**src/rtl/bp_me_pkg.sv**
```systemverilog
// Shared helpers for the memory-endpoint link blocks.
package bp_me_pkg;

   // Width of a link index; a single link still needs one bit.
   function automatic int link_id_width(input int num_links);
      return (num_links > 1) ? $clog2(num_links) : 1;
   endfunction

endpackage

```
**src/rtl/bp_me_rr_pick.sv**
```systemverilog
// Rotating priority encoder: the first requester at or after the pointer wins.
module bp_me_rr_pick
   import bp_me_pkg::*;
#(
   parameter int num_links_p = 4,
   localparam int lid_w = link_id_width(num_links_p)
) (
   input  logic [num_links_p-1:0] req,
   input  logic [lid_w-1:0]       rr,
   output logic [num_links_p-1:0] grant,
   output logic [lid_w-1:0]       id,
   output logic                   v
);

   int idx;

   always_comb begin
      grant = '0;
      id    = '0;
      v     = 1'b0;
      idx   = 0;
      for (int k = 0; k < num_links_p; k++) begin
         idx = int'(rr) + k;
         if (idx >= num_links_p) idx = idx - num_links_p;
         if (!v && req[idx]) begin
            v          = 1'b1;
            grant[idx] = 1'b1;
            id         = lid_w'(idx);
         end
      end
   end

endmodule

```
**src/rtl/bp_me_wormhole_link_arbiter.sv**
```systemverilog
// Packet-atomic round-robin arbiter folding N ready-and wormhole links onto one.
module bp_me_wormhole_link_arbiter
   import bp_me_pkg::*;
#(
   parameter int num_links_p  = 4,
   parameter int flit_width_p = 64,
   parameter int len_width_p  = 4,
   parameter int len_offset_p = 0,
   localparam int lid_w = link_id_width(num_links_p)
) (
   input  logic                                clk_i,
   input  logic                                reset_n_i,
   input  logic [num_links_p-1:0]              in_v_i,
   input  logic [num_links_p*flit_width_p-1:0] in_data_i,
   output logic [num_links_p-1:0]              in_ready_and_o,
   output logic                                out_v_o,
   output logic [flit_width_p-1:0]             out_data_o,
   input  logic                                out_ready_and_i,
   output logic                                busy_o,
   output logic [lid_w-1:0]                    grant_id_o
);

   typedef enum logic [1:0] {ST_IDLE, ST_HDR, ST_BODY} state_e;

   state_e                 st, st_n;
   logic [lid_w-1:0]       lock_r, lock_n;
   logic [lid_w-1:0]       rr_r, rr_n;
   logic [len_width_p-1:0] cnt_r, cnt_n;

   logic [num_links_p-1:0] pick_grant;
   logic [lid_w-1:0]       pick_id;
   logic                   pick_v;

   logic [lid_w-1:0]       sel;
   logic [num_links_p-1:0] sel_oh;
   logic                   out_v_raw;
   logic                   hs;
   logic [len_width_p-1:0] hdr_len;

   function automatic logic [lid_w-1:0] wrap_inc(input logic [lid_w-1:0] id);
      if (int'(id) >= num_links_p - 1) return '0;
      return id + 1'b1;
   endfunction

   bp_me_rr_pick #(.num_links_p(num_links_p)) u_pick (
      .req   (in_v_i),
      .rr    (rr_r),
      .grant (pick_grant),
      .id    (pick_id),
      .v     (pick_v)
   );

   // Only IDLE searches; once a header has been shown the grant is locked.
   always_comb begin
      sel       = rr_r;
      sel_oh    = '0;
      out_v_raw = 1'b0;
      if (st == ST_IDLE) begin
         sel       = pick_v ? pick_id : rr_r;
         out_v_raw = |in_v_i;
      end else begin
         sel       = lock_r;
         out_v_raw = in_v_i[sel];
      end
      if (st == ST_IDLE && pick_v) begin
         sel_oh = pick_grant;
      end else begin
         for (int i = 0; i < num_links_p; i++) begin
            if (int'(sel) == i) sel_oh[i] = 1'b1;
         end
      end
   end

   // Handshake semantics: a flit moves on a cycle where out_v_o and
   // out_ready_and_i are both high; the granted input sees the downstream
   // ready unmodified, every other input sees 0, and all are 0 in reset.
   always_comb begin
      out_data_o     = in_data_i[sel*flit_width_p +: flit_width_p];
      out_v_o        = reset_n_i & out_v_raw;
      in_ready_and_o = reset_n_i ? (sel_oh & {num_links_p{out_ready_and_i}}) : '0;
      busy_o         = reset_n_i & (st != ST_IDLE);
      grant_id_o     = reset_n_i ? sel : '0;
   end

   assign hs      = out_v_o & out_ready_and_i;
   assign hdr_len = out_data_o[len_offset_p +: len_width_p];

   always_comb begin
      st_n   = st;
      lock_n = lock_r;
      cnt_n  = cnt_r;
      rr_n   = rr_r;
      case (st)
         ST_IDLE, ST_HDR: begin
            if (hs) begin
               if (hdr_len == '0) begin
                  st_n = ST_IDLE;
                  rr_n = wrap_inc(sel);
               end else begin
                  st_n   = ST_BODY;
                  lock_n = sel;
                  cnt_n  = hdr_len;
               end
            end else if (st == ST_IDLE && out_v_o) begin
               // Stalled header stays put; later arrivals cannot preempt it.
               st_n   = ST_HDR;
               lock_n = sel;
            end
         end
         ST_BODY: begin
            if (hs) begin
               cnt_n = cnt_r - 1'b1;
               if (cnt_r == len_width_p'(1)) begin
                  st_n = ST_IDLE;
                  rr_n = wrap_inc(lock_r);
               end
            end
         end
         default: st_n = ST_IDLE;
      endcase
   end

   always_ff @(posedge clk_i) begin
      if (!reset_n_i) begin
         st     <= ST_IDLE;
         lock_r <= '0;
         cnt_r  <= '0;
         rr_r   <= '0;
      end else begin
         st     <= st_n;
         lock_r <= lock_n;
         cnt_r  <= cnt_n;
         rr_r   <= rr_n;
      end
   end

endmodule

```
**config.mk**
```make
export PLATFORM = sky130hd
export DESIGN_NAME = bp_me_wormhole_link_arbiter
export DESIGN_NICKNAME = d
export VERILOG_FILES = /design/src/rtl/bp_me_pkg.sv /design/src/rtl/bp_me_rr_pick.sv /design/src/rtl/bp_me_wormhole_link_arbiter.sv
export SDC_FILE = /design/constraint.sdc
export NUM_CORES = 1
export LEC_CHECK = 0
export ABC_AREA = 1
export CORE_AREA = 2 2 131 133
export CTS_CLUSTER_DIAMETER = 150
export CTS_CLUSTER_SIZE = 12
export DETAILED_ROUTE_END_ITERATION = 8
export DIE_AREA = 0 0 133 135
export PLACE_DENSITY = 0.68
export SETUP_SLACK_MARGIN = 0.1
export SKIP_CTS_REPAIR_TIMING = 1
export SKIP_LAST_GASP = 1
export SLEW_MARGIN = 25
export SYNTH_ARGS = -nofsm -noshare
export SYNTH_HDL_FRONTEND = slang
export SYNTH_SLANG_ARGS = --single-unit
```
**constraint.sdc**
```tcl
create_clock -name clk_i -period 3.28 [get_ports clk_i]
set_input_delay 0.492 -clock clk_i [delete_from_list [all_inputs] [get_ports clk_i]]
set_output_delay 0.492 -clock clk_i [all_outputs]
set_load 0.01 [all_outputs]
```
## Word level (Yosys, flattened, before mapping)

Cells that the tools add are included.

- Bits in registers: 10
- Bits in latches: 0
- RAM bits: 0
- ROM bits: 0
- Output and inout bits: 72
- Word-level logic and storage cells: 152
- Memories kept: 0

- $add $sub $neg: 10
- $mul: 0
- Divide/modulo/power cells: 0
- Order comparisons: 15
- Eq/ne operators: 13
- Shift operators: 1
- Muxes and demuxes: 78
- Bitwise operators: 7
- Reductions and logical operators: 24

Operator list:

| kind | number |
|---|---|
| $shiftx 256x9->64 | 1 |
| $ge 32x1->1 const B | 4 |
| $lt 32x4->1 const B | 4 |
| $mux 32 | 4 |
| $ge 32x4->1 const B | 3 |
| $sub 32x4->32 const B | 3 |
| $mux 2 | 23 |
| $mux 4 | 9 |
| $mux 1 | 30 |
| $ne 2x2->1 const B | 6 |
| $or 4x4->4 | 3 |
| $bmux 1 s2 | 5 |
| $logic_and 1x1->1 | 9 |
| $demux 1 s2 | 4 |
| $pmux 2 s2 | 2 |
| $pmux 4 s2 | 1 |
| $add 2x2->3 const B | 2 |
| $eq 2x2->1 const B | 3 |
| $reduce_and 3->1 | 2 |
| $reduce_bool 2->1 | 3 |
| $reduce_and 5->1 | 1 |
| $add 2x1->2 const B | 2 |
| $and 4x4->4 | 1 |
| $eq 2x1->1 const B | 2 |
| 15 further kinds | 21 |

## Logic depth before layout (Yosys ltp)

Gate-level depths: netlist of run 1.

- Word-level depth: 26
- Gate-level depth with buffers: 23

## Hierarchy

From an unflattened synthesis of run 1, not the netlist that was laid out.

- Cells, all modules: 612
- Area, all modules: 3,244.4 sq um

By module, submodules not included:

| module | instances | cells an instance | area an instance (sq um) | sequential area each (sq um) |
|---|---|---|---|---|
| bp_me_wormhole_link_arbiter | 1 | 535 | 2,783.9 | 200.2 |
| bp_me_rr_pick | 1 | 77 | 460.4 | 0.0 |

## Least setup slack after synthesis of run 1

Ideal clock, no wire load.

- Path kind: register -> output
- Start point: register rr_r[0]
- End point: output in_ready_and_o[1]
- Arrival time: 2.610 ns
- Data required time: 2.788 ns
- Setup slack: 0.178 ns
- Stages on the path, launching flop included: 19
- Buffers on the path: 4
- Cell sequence: dfxtp_1 buf_6 inv_8 ha_1 inv_1 nand3_2 nand2_4 nor2_4 nor2_1 nand2_2 nand3_4 nand2_4 buf_6 inv_2 buf_2 buf_2 ha_1 nor2_1 nor3_1

- Cells in the longest elaborated chain, start to end: 22

RTL lines:

| item | line | source |
|---|---|---|
| from (decl) | bp_me_wormhole_link_arbiter.sv:27 | `logic [lid_w-1:0] rr_r, rr_n;` |
| from (signal assigned) | bp_me_wormhole_link_arbiter.sv:133 | `rr_r <= rr_n;` |
| parallel branches: the longest is 15 deep, another holds $sub 32x4->32 | - |  |
| $mux 2 * | bp_me_wormhole_link_arbiter.sv:59 | `sel = pick_v ? pick_id : rr_r;` |
| $mux 2 * | bp_me_wormhole_link_arbiter.sv:58 | `if (st == ST_IDLE) begin` |
| named net sel[0] | bp_me_wormhole_link_arbiter.sv:34 | `logic [lid_w-1:0] sel;` |
| $eq 2x2->1 * | bp_me_wormhole_link_arbiter.sv:69 | `if (int'(sel) == i) sel_oh[i] = 1'b1;` |
| $mux 1 * | bp_me_wormhole_link_arbiter.sv:69 |  |
| $mux 4 * | bp_me_wormhole_link_arbiter.sv:65 | `if (st == ST_IDLE && pick_v) begin` |
| $and 4x4->4 * | bp_me_wormhole_link_arbiter.sv:80 | `in_ready_and_o = reset_n_i ? (sel_oh & {num_links_p{out_ready_and_i}}) : '0;` |
| $mux 4 * | bp_me_wormhole_link_arbiter.sv:80 |  |
| to (decl) | bp_me_wormhole_link_arbiter.sv:15 | `output logic [num_links_p-1:0] in_ready_and_o,` |

Mark *: on every way through the listed nets, which the timed path passes. The select of a mux whose other input is x is not followed.

## Worst setup path after layout of run 1

- Start point: register rr_r[0]
- End point: output out_data_o[35]

- Cells in the longest elaborated chain, start to end: 18

RTL lines:

| item | line | source |
|---|---|---|
| parallel branches: the longest is 15 deep, another holds $sub 32x4->32 | - |  |
| $mux 2 * | bp_me_wormhole_link_arbiter.sv:59 |  |
| $mux 2 * | bp_me_wormhole_link_arbiter.sv:58 |  |
| $shiftx 256x9->64 * | bp_me_wormhole_link_arbiter.sv:78 | `out_data_o = in_data_i[sel*flit_width_p +: flit_width_p];` |
| to (decl) | bp_me_wormhole_link_arbiter.sv:17 | `output logic [flit_width_p-1:0] out_data_o,` |

Every way passes the cells marked *. The select of a mux whose other input is x is not followed.

==> impl_summary.md, run 1 <==
Detailed routing
After the first detailed-routing iteration, the DRC count stood at 358. The detail route stage leaves a number of antenna-violating nets equal to 0. In the routed layout, each cell is associated on average with a via count of 4.68.

The number of optimization iterations in the first detailed-route pass is 5. The routed wire length per instance is 18.5 microns. For this block, the routed nets add up to 21700 microns of wire. The total DRC errors in the routed layout is 0. The total via count after detailed routing is 5496.

Placement
The number of cells after detailed placement is 1149. The final RePlAce weighted congestion is 0.931. During placement, the flow inserted port buffers numbering 334.

The detailed placement HPWL is 16900 microns.

Floorplan
The chip width is 133 microns. Pin placement for this block handled 335 I/O pins. The placeable core region is 16400 sq um. Measured along the y axis, the die boundary spans 135 microns.

The number of standard-cell rows in the floorplan is 47. Once the floorplan was initialized, standard cells occupied 19.1% of the core. The die covers 18000 sq um.

Timing
The final number of hold-violating endpoints is 0. Measured against its own limit, the worst slew margin works out to 71.3%. The count of endpoints failing setup in the final report is 0. The smallest clock period supported by the final layout is computed as 3.13 ns. The total negative slack is 0 ns. For the pin with the worst max-slew slack, the measured transition is 0.428 ns.

Setup repair after global routing could not meet its margin everywhere. The maximum clock frequency is 0.320 GHz. Dividing the final minimum period by the clock period gives 95.4%. The number of slew-limit violations in the final report is 0. Clock skew on the completed layout was measured at 0.00234 ns.

Synth
The biggest area contributor in the post-synthesis netlist is sky130_fd_sc_hd__o21ai_0. Of the post-synthesis cell area, the dominant cell type holds 20.5%. The number of instances in the synthesized netlist is 584. The netlist area before placement is 3130 sq um. The netlist uses 39 different library cells. The synthesized area divided by synthesized cell count is 5.36 sq um. Among all flip-flop cells after synthesis, the most frequent one is sky130_fd_sc_hd__dfxtp_1. Yosys mapped a number of flops with a built-in enable equal to 0. The number of nets handed over by synthesis was 858. During synthesis, Yosys emitted a total of 0 warnings. Summing the sequential cell areas from Yosys gives 6.40% of the chip area. Of all flip-flops after synthesis, the portion carrying an async set or reset was 0%.

The register bit count reported by yosys is 10. By area the synthesized netlist is led by sky130_fd_sc_hd__o21ai_0 20%, sky130_fd_sc_hd__nor2_1 17%, sky130_fd_sc_hd__o22ai_1 12%.

Pwr
For this design the ratio of total power to cell area is 726 nW/um^2. VDD sags by at most 0.000295 V. The overall power consumption is 5.50 mW. Summed over all cells, the static leakage comes to 3.55 nW.

Critical path
The worst setup path is launched from a register. Tracing the worst setup path back leads to its startpoint at rr_r[0]. Data arrives at the worst endpoint at 2.64 ns.

The capturing element type of the critical path is a primary output. The startpoint of the lowest-slack register-to-register path is rr_r[0]. The type of the worst setup path is register to primary output. Counting cells, the worst reg-to-reg path comes to 24. Along the worst path, the maximum fanout reaches 10. The data required time at the worst endpoint is 2.79 ns.

Clock network
The number of buffers on the longest clock path is 2. CTS built an H-tree with a depth of 1. The library cell used as clock root buffer is sky130_fd_sc_hd__clkbuf_16. The clock slew at the register clock pins of the worst setup and hold paths is 0.04 ns. The clock insertion delay at the later pin of the skew report is 0.24 ns. TritonCTS built the clock tree. The number of sinks on the clock net is 10. The number of buffers inserted during clock tree synthesis is 3.

Global routing
The first global-routing pass estimated 29700 microns of wire. The via count of the first global-routing pass is 5338. The number of antenna violations at the first check in global routing is 0. For this run the aggregate overflow at the end of global routing stands at 0.

The largest net degree at the start of global routing is 59. The all-layer global routing usage is 21.1%.

Hold path
In this run the most critical hold path is launched from cnt_r[2]. The class of the tightest hold or removal check is register to register. The worst hold path was traced through 2 stages.

Final layout
The core utilization of the finished layout is 46.2%. The repair_antennas step left the layout with diodes totalling 0. The share of final-layout standard cells stronger than drive strength 1 is 16.5%. The area growth from synthesis to layout is 142%. For this run, the post-layout net count is 1229. The final standard cell count with taps included and fillers excluded is 1174. The number of inserted filler cells in the final layout is 1662.

Status
The run finished with clean final reports.

Run
Max-cap violations in this run came to 0.
-- per-layer routing --
metal	global-route usage (%)	share of wire (%)	vias up
met5	0	0	-
met4	4.24	1.8	0
met3	5.59	9.3	27
met2	34.8	45	261
met1	27.7	44	2452
li1	-	-	2756
-- sequential cells by signal (all words and copies together), names as in the netlist --
name / count
rr_r: 2
st: 2
lock_r: 2
cnt_r: 4
-- Yosys cell counts (all sizes together), types with 4 or more instances --
| library cell | number |
|---|---|
| nor3 | 4 |
| nor2 | 149 |
| a21oi | 8 |
| nand3 | 33 |
| o22ai | 62 |
| nand2 | 70 |
| inv | 44 |
| dfxtp | 10 |
| ha | 11 |
| clkbuf | 29 |
| buf | 14 |
| o21ai | 129 |
| nand4 | 4 |
-- path summary, 6_finish.rpt --
check	end	slack, ns
hold / removal	cnt_r[2]	0.48
setup reg to reg	cnt_r[0]	0.39
hold reg to reg	cnt_r[2]	0.48
setup / recovery	out_data_o[35]	0.15
-- layout make-up --
cell class | instances | area, sq um | share of cell area, %
Timing Repair Buffer | 409 | 4230 | 55.9
Clock buffer | 4 | 88.8 | 1.17
Multi-Input combinational cell | 487 | 2600 | 34.3
Sequential cell | 10 | 204 | 2.69
Tap cell | 220 | 275 | 3.63
Inverter | 44 | 178 | 2.34
-- report_power, final --
group          switching (mW)  leakage [nW]  internal (mW)
logic                    2.68          3.42           2.41
registers              0.0236        0.0829          0.147
clock network          0.0557        0.0442          0.183
-- worst max-delay path, stage by stage, from the launching register on --
cell,delay (ns)
sky130_fd_sc_hd__dfxtp_4,0.37
sky130_fd_sc_hd__inv_8,0.03
sky130_fd_sc_hd__ha_4,0.25
sky130_fd_sc_hd__inv_2,0.06
sky130_fd_sc_hd__nand3_2,0.10
sky130_fd_sc_hd__nand2_4,0.13
sky130_fd_sc_hd__nand2_4,0.07
sky130_fd_sc_hd__nor3b_4,0.21
sky130_fd_sc_hd__nor2_2,0.08
sky130_fd_sc_hd__nor2_4,0.20
sky130_fd_sc_hd__buf_6,0.15
sky130_fd_sc_hd__clkbuf_16,0.16
sky130_fd_sc_hd__o21ai_0,0.09
sky130_fd_sc_hd__o22ai_1,0.28
sky130_fd_sc_hd__buf_4,0.21
-- per-stage QoR --
stage / setup slack, ns / hold WS, ns / cell area, sq um
6_report: 0.151 / 0.479 / 7580
5_1_grt: 0.0380 / 0.504 / 7580
4_1_cts: -0.442 / 0.483 / 7140
3_5_place_dp: -0.426 / 0.472 / 7050
3_3_place_gp: -0.410 / 0.450 / 7050
2_1_floorplan: 0.178 / 0.439 / 3130
-- cell families (layout without fill, tap and decap cells) --
kind of cell             after synthesis  count (layout)  share of synthesized area, %
adder cells (fa/ha/maj)               11              11                          4.40
AO/OA/AOI/OAI                        210             210                          37.3
multiplexers                           1               1                         0.320
flip-flops                            10              10                          6.40
XOR/XNOR                               1               1                         0.280
AND/OR/NAND/NOR                      264             264                          39.3
buffers and inverters                 87             457                          12.0
-- placed cells by master, fill, tap and decap left out, drive strengths merged, types with 10 or more instances in the layout --
cell,netlist,final
o21ai,129,129
nor2,149,149
dfxtp,10,10
dlymetal6s2s,0,47
inv,44,44
clkbuf,29,22
nand2,70,70
o22ai,62,62
ha,11,11
buf,14,84
nand3,33,33
clkdlybuf4s50,0,260
(Power assumes the default switching activity.)
==> run 2, diff against run 1 <==
--- a/config.mk
+++ b/config.mk
@@ -6,12 +6,14 @@
 export NUM_CORES = 1
 export LEC_CHECK = 0
 export ABC_AREA = 1
-export CORE_AREA = 2 2 131 133
+export CELL_PAD_IN_SITES_DETAIL_PLACEMENT = 0
+export CELL_PAD_IN_SITES_GLOBAL_PLACEMENT = 1
+export CORE_AREA = 2 2 139 141
 export CTS_CLUSTER_DIAMETER = 150
 export CTS_CLUSTER_SIZE = 12
 export DETAILED_ROUTE_END_ITERATION = 8
-export DIE_AREA = 0 0 133 135
-export PLACE_DENSITY = 0.68
+export DIE_AREA = 0 0 141 143
+export PLACE_DENSITY = 0.93
 export SETUP_SLACK_MARGIN = 0.1
 export SKIP_CTS_REPAIR_TIMING = 1
 export SKIP_LAST_GASP = 1
==> run 2 against run 1 <==
  * Clock skew down 0.0016 ns
  * Largest power group unchanged
  * Fmax down 0.53%
  * Clock-buffer cell count unchanged
  * Non-clock buffer count is 21 higher
  * Worst setup slack got worse by 0.017 ns
  * Sequential cell count unchanged
  * Register-to-register slack improved by 0.11 ns
  * Core utilization down 4.4 points
  * Power grew 0.51%
  * First-iteration DRC count is 9.8% lower
  * Design area grew 2.3%
==> impl_summary.md, run 2 (synthesis results as in run 1) <==
Global routing
The global-route wire length before repair is 27600 microns. Global routing used 17.2% of the available tracks. The number of antenna violations at the first check in global routing is 0. Entering global routing, the biggest net connects 41 pins. The remaining global-route overflow is 0.

The via count of the first global-routing pass is 5248.

Critical path
The critical path data arrival time is 2.65 ns. The launching element type of the critical path is a register. The slack of the worst reg-to-reg path is 0.50 ns. The number of cells traversed by the worst register-to-register path is 24.

The data required time at the worst endpoint is 2.79 ns. The critical path is of the register to primary output type. The capturing element type of the critical path is a primary output. The largest fanout of any net on the critical path is 7.

Timing
The slew at the pin closest to its max-slew limit is 0.395 ns. The final number of hold-violating endpoints came to 0. The maximum clock frequency is 0.318 GHz. The number of slew-limit violations in the final report is 0. The share of the clock period used by the worst path is 95.9%. The clock arrives with 0.000696 ns of skew. The count of endpoints failing setup in the final report is 0. The least setup slack across all paths after layout is 0.134 ns. On the final layout, the worst hold slack is 0.471 ns. Setup repair after global routing could not meet its margin everywhere. Counting I/O delays and the setup requirement, the final critical path takes 3.15 ns. The headroom to the max-slew limit is 73.5%.

Clock network
The tree is rooted in a sky130_fd_sc_hd__clkbuf_16. After clock tree synthesis, the clock-pin slew on the worst setup and hold paths is 0.04 ns. The clock tree from TritonCTS is built.

The clock drives 10 sinks. The clock insertion delay at the later pin of the skew report is 0.24 ns. The number of buffers on the longest clock path is 2. The number of levels the H-tree was split into is 1. The number of buffers inserted during clock tree synthesis is 3.

Run
Max-cap violations in this run came to 0.

Final layout
The top cell types in the final layout, fill and taps aside, are 261 x sky130_fd_sc_hd__clkdlybuf4s50_1, 144 x sky130_fd_sc_hd__nor2_1, 119 x sky130_fd_sc_hd__o21ai_0. Ranked by flip-flop count, first place goes to cnt_r. The share of final-layout standard cells stronger than drive strength 1 is 18.9%. The area used by multi-input combinational logic is 2630 sq um. The most common cell after layout, fill and taps aside is sky130_fd_sc_hd__clkdlybuf4s50_1. The final standard cell count with taps included and fillers excluded is 1209. The number of flip-flops under the largest register name is 4. The repair_antennas step left the layout with diodes totalling 0. The layout has 1888 filler cells. Compared with the post-synthesis result, the final layout area differs by 148%.

The final layout contains 1250 nets. The register area is 205 sq um.

Floorplan
In this run the core area contains 50 standard-cell rows. The die is 143 microns tall. The area of the die is 20200 sq um. The starting density of the core is 16.8%. The floorplan step defined a core boundary enclosing 18600 sq um.

The I/O pin total is 335. Measured along the x axis, the die boundary spans 141 microns.

Pwr
The worst-case IR drop observed on VDD is 0.000340 V. The leakage power is 3.61 nW. The power density normalized to cell area is 713 nW/um^2. The overall power consumption is 5.53 mW.

Detailed routing
In the final routed layout, each cell accounts on average for 16.4 microns. The total via count after detailed routing is 5533. The number of DRC markers in iteration 0 is 323.

The post-detailed-routing wire length is 19900 microns. In this run the remaining antenna-violating nets after routing total 0. The pre-antenna-repair detailed-routing pass consisted of 6 iterations. In the routed design, unresolved DRC markers number 0. The average vias per placed instance is 4.58.

Placement
Buffers placed on the I/O ports in this run total 334. The number of cells after detailed placement is 1185. The final RePlAce weighted congestion is 0.889. Once detailed placement completed, the half-perimeter wirelength came to 15500 microns. Before CTS, the worst setup slack after placement is -0.499 ns.

Status
The flow ran to the end, and the final reports show no timing, DRC or antenna violations.

Hold path
The min-delay analysis places its worst path in the category register to register. The hold path depth is 2.
run 2: cell count changes in the layout (fill, tap and decap cells not counted), moves of 3 or more:
cell                             change
sky130_fd_sc_hd__buf_12              +7
sky130_fd_sc_hd__buf_2               +8
sky130_fd_sc_hd__buf_4              +10
sky130_fd_sc_hd__buf_8               -3
sky130_fd_sc_hd__clkbuf_16           -3
sky130_fd_sc_hd__clkbuf_2            +3
sky130_fd_sc_hd__dlymetal6s2s_1      -4
run 2: path summary, 6_finish.rpt:
| check | from | endpoint |
|---|---|---|
| hold reg to reg | cnt_r[1] | cnt_r[1] |
| setup reg to reg | rr_r[0] | cnt_r[1] |
| hold / removal | cnt_r[1] | cnt_r[1] |
| setup / recovery | rr_r[0] | grant_id_o[1] |
run 2: area by class of cell:
cell class              count  area share (%)
repair buffers            430            56.3
well taps                 234            3.77
clock buffers               4            1.15
inverters                  44            2.29
multi-input cells         487            33.8
flip-flops and latches     10            2.65
run 2: worst max-delay path: stages (launching register included):
cell	delay [ns]
sky130_fd_sc_hd__dfxtp_4	0.37
sky130_fd_sc_hd__inv_8	0.03
sky130_fd_sc_hd__ha_4	0.22
sky130_fd_sc_hd__inv_2	0.06
sky130_fd_sc_hd__nand3_2	0.09
sky130_fd_sc_hd__nand2_4	0.13
sky130_fd_sc_hd__nand2_4	0.07
sky130_fd_sc_hd__nand2_2	0.06
sky130_fd_sc_hd__nand3_2	0.10
sky130_fd_sc_hd__nor2_2	0.17
sky130_fd_sc_hd__nor2_4	0.06
sky130_fd_sc_hd__buf_12	0.14
sky130_fd_sc_hd__buf_12	0.13
sky130_fd_sc_hd__buf_4	0.14
sky130_fd_sc_hd__nor2_1	0.08
sky130_fd_sc_hd__clkdlybuf4s50_1	0.53
run 2: power breakdown:
part / leakage, nW / switching, mW / internal (mW)
registers: 0.0834 / 0.0221 / 0.147
logic: 3.48 / 2.56 / 2.56
clock network: 0.0442 / 0.0615 / 0.184
total: 3.61 / 2.64 / 2.89
run 2: layer usage:
metal  track usage [%]  vias to the layer above  routed length (microns)
met5                 0                        -                        0
met4              4.68                        0                      391
met3              2.98                       25                     1150
met2              30.5                      224                     9770
met1              21.4                     2483                     8550
li1                  -                     2801                        -
run 2: per-stage QoR:
step	util [%]	cell area, sq um	TNS, ns
CTS	39.7	7380	-21.54
floorplan	-	3130	0
detailed placement	39.2	7290	-20.43
global placement	39.2	7290	-18.40
finish	41.7	7760	0
global route	41.7	7760	0
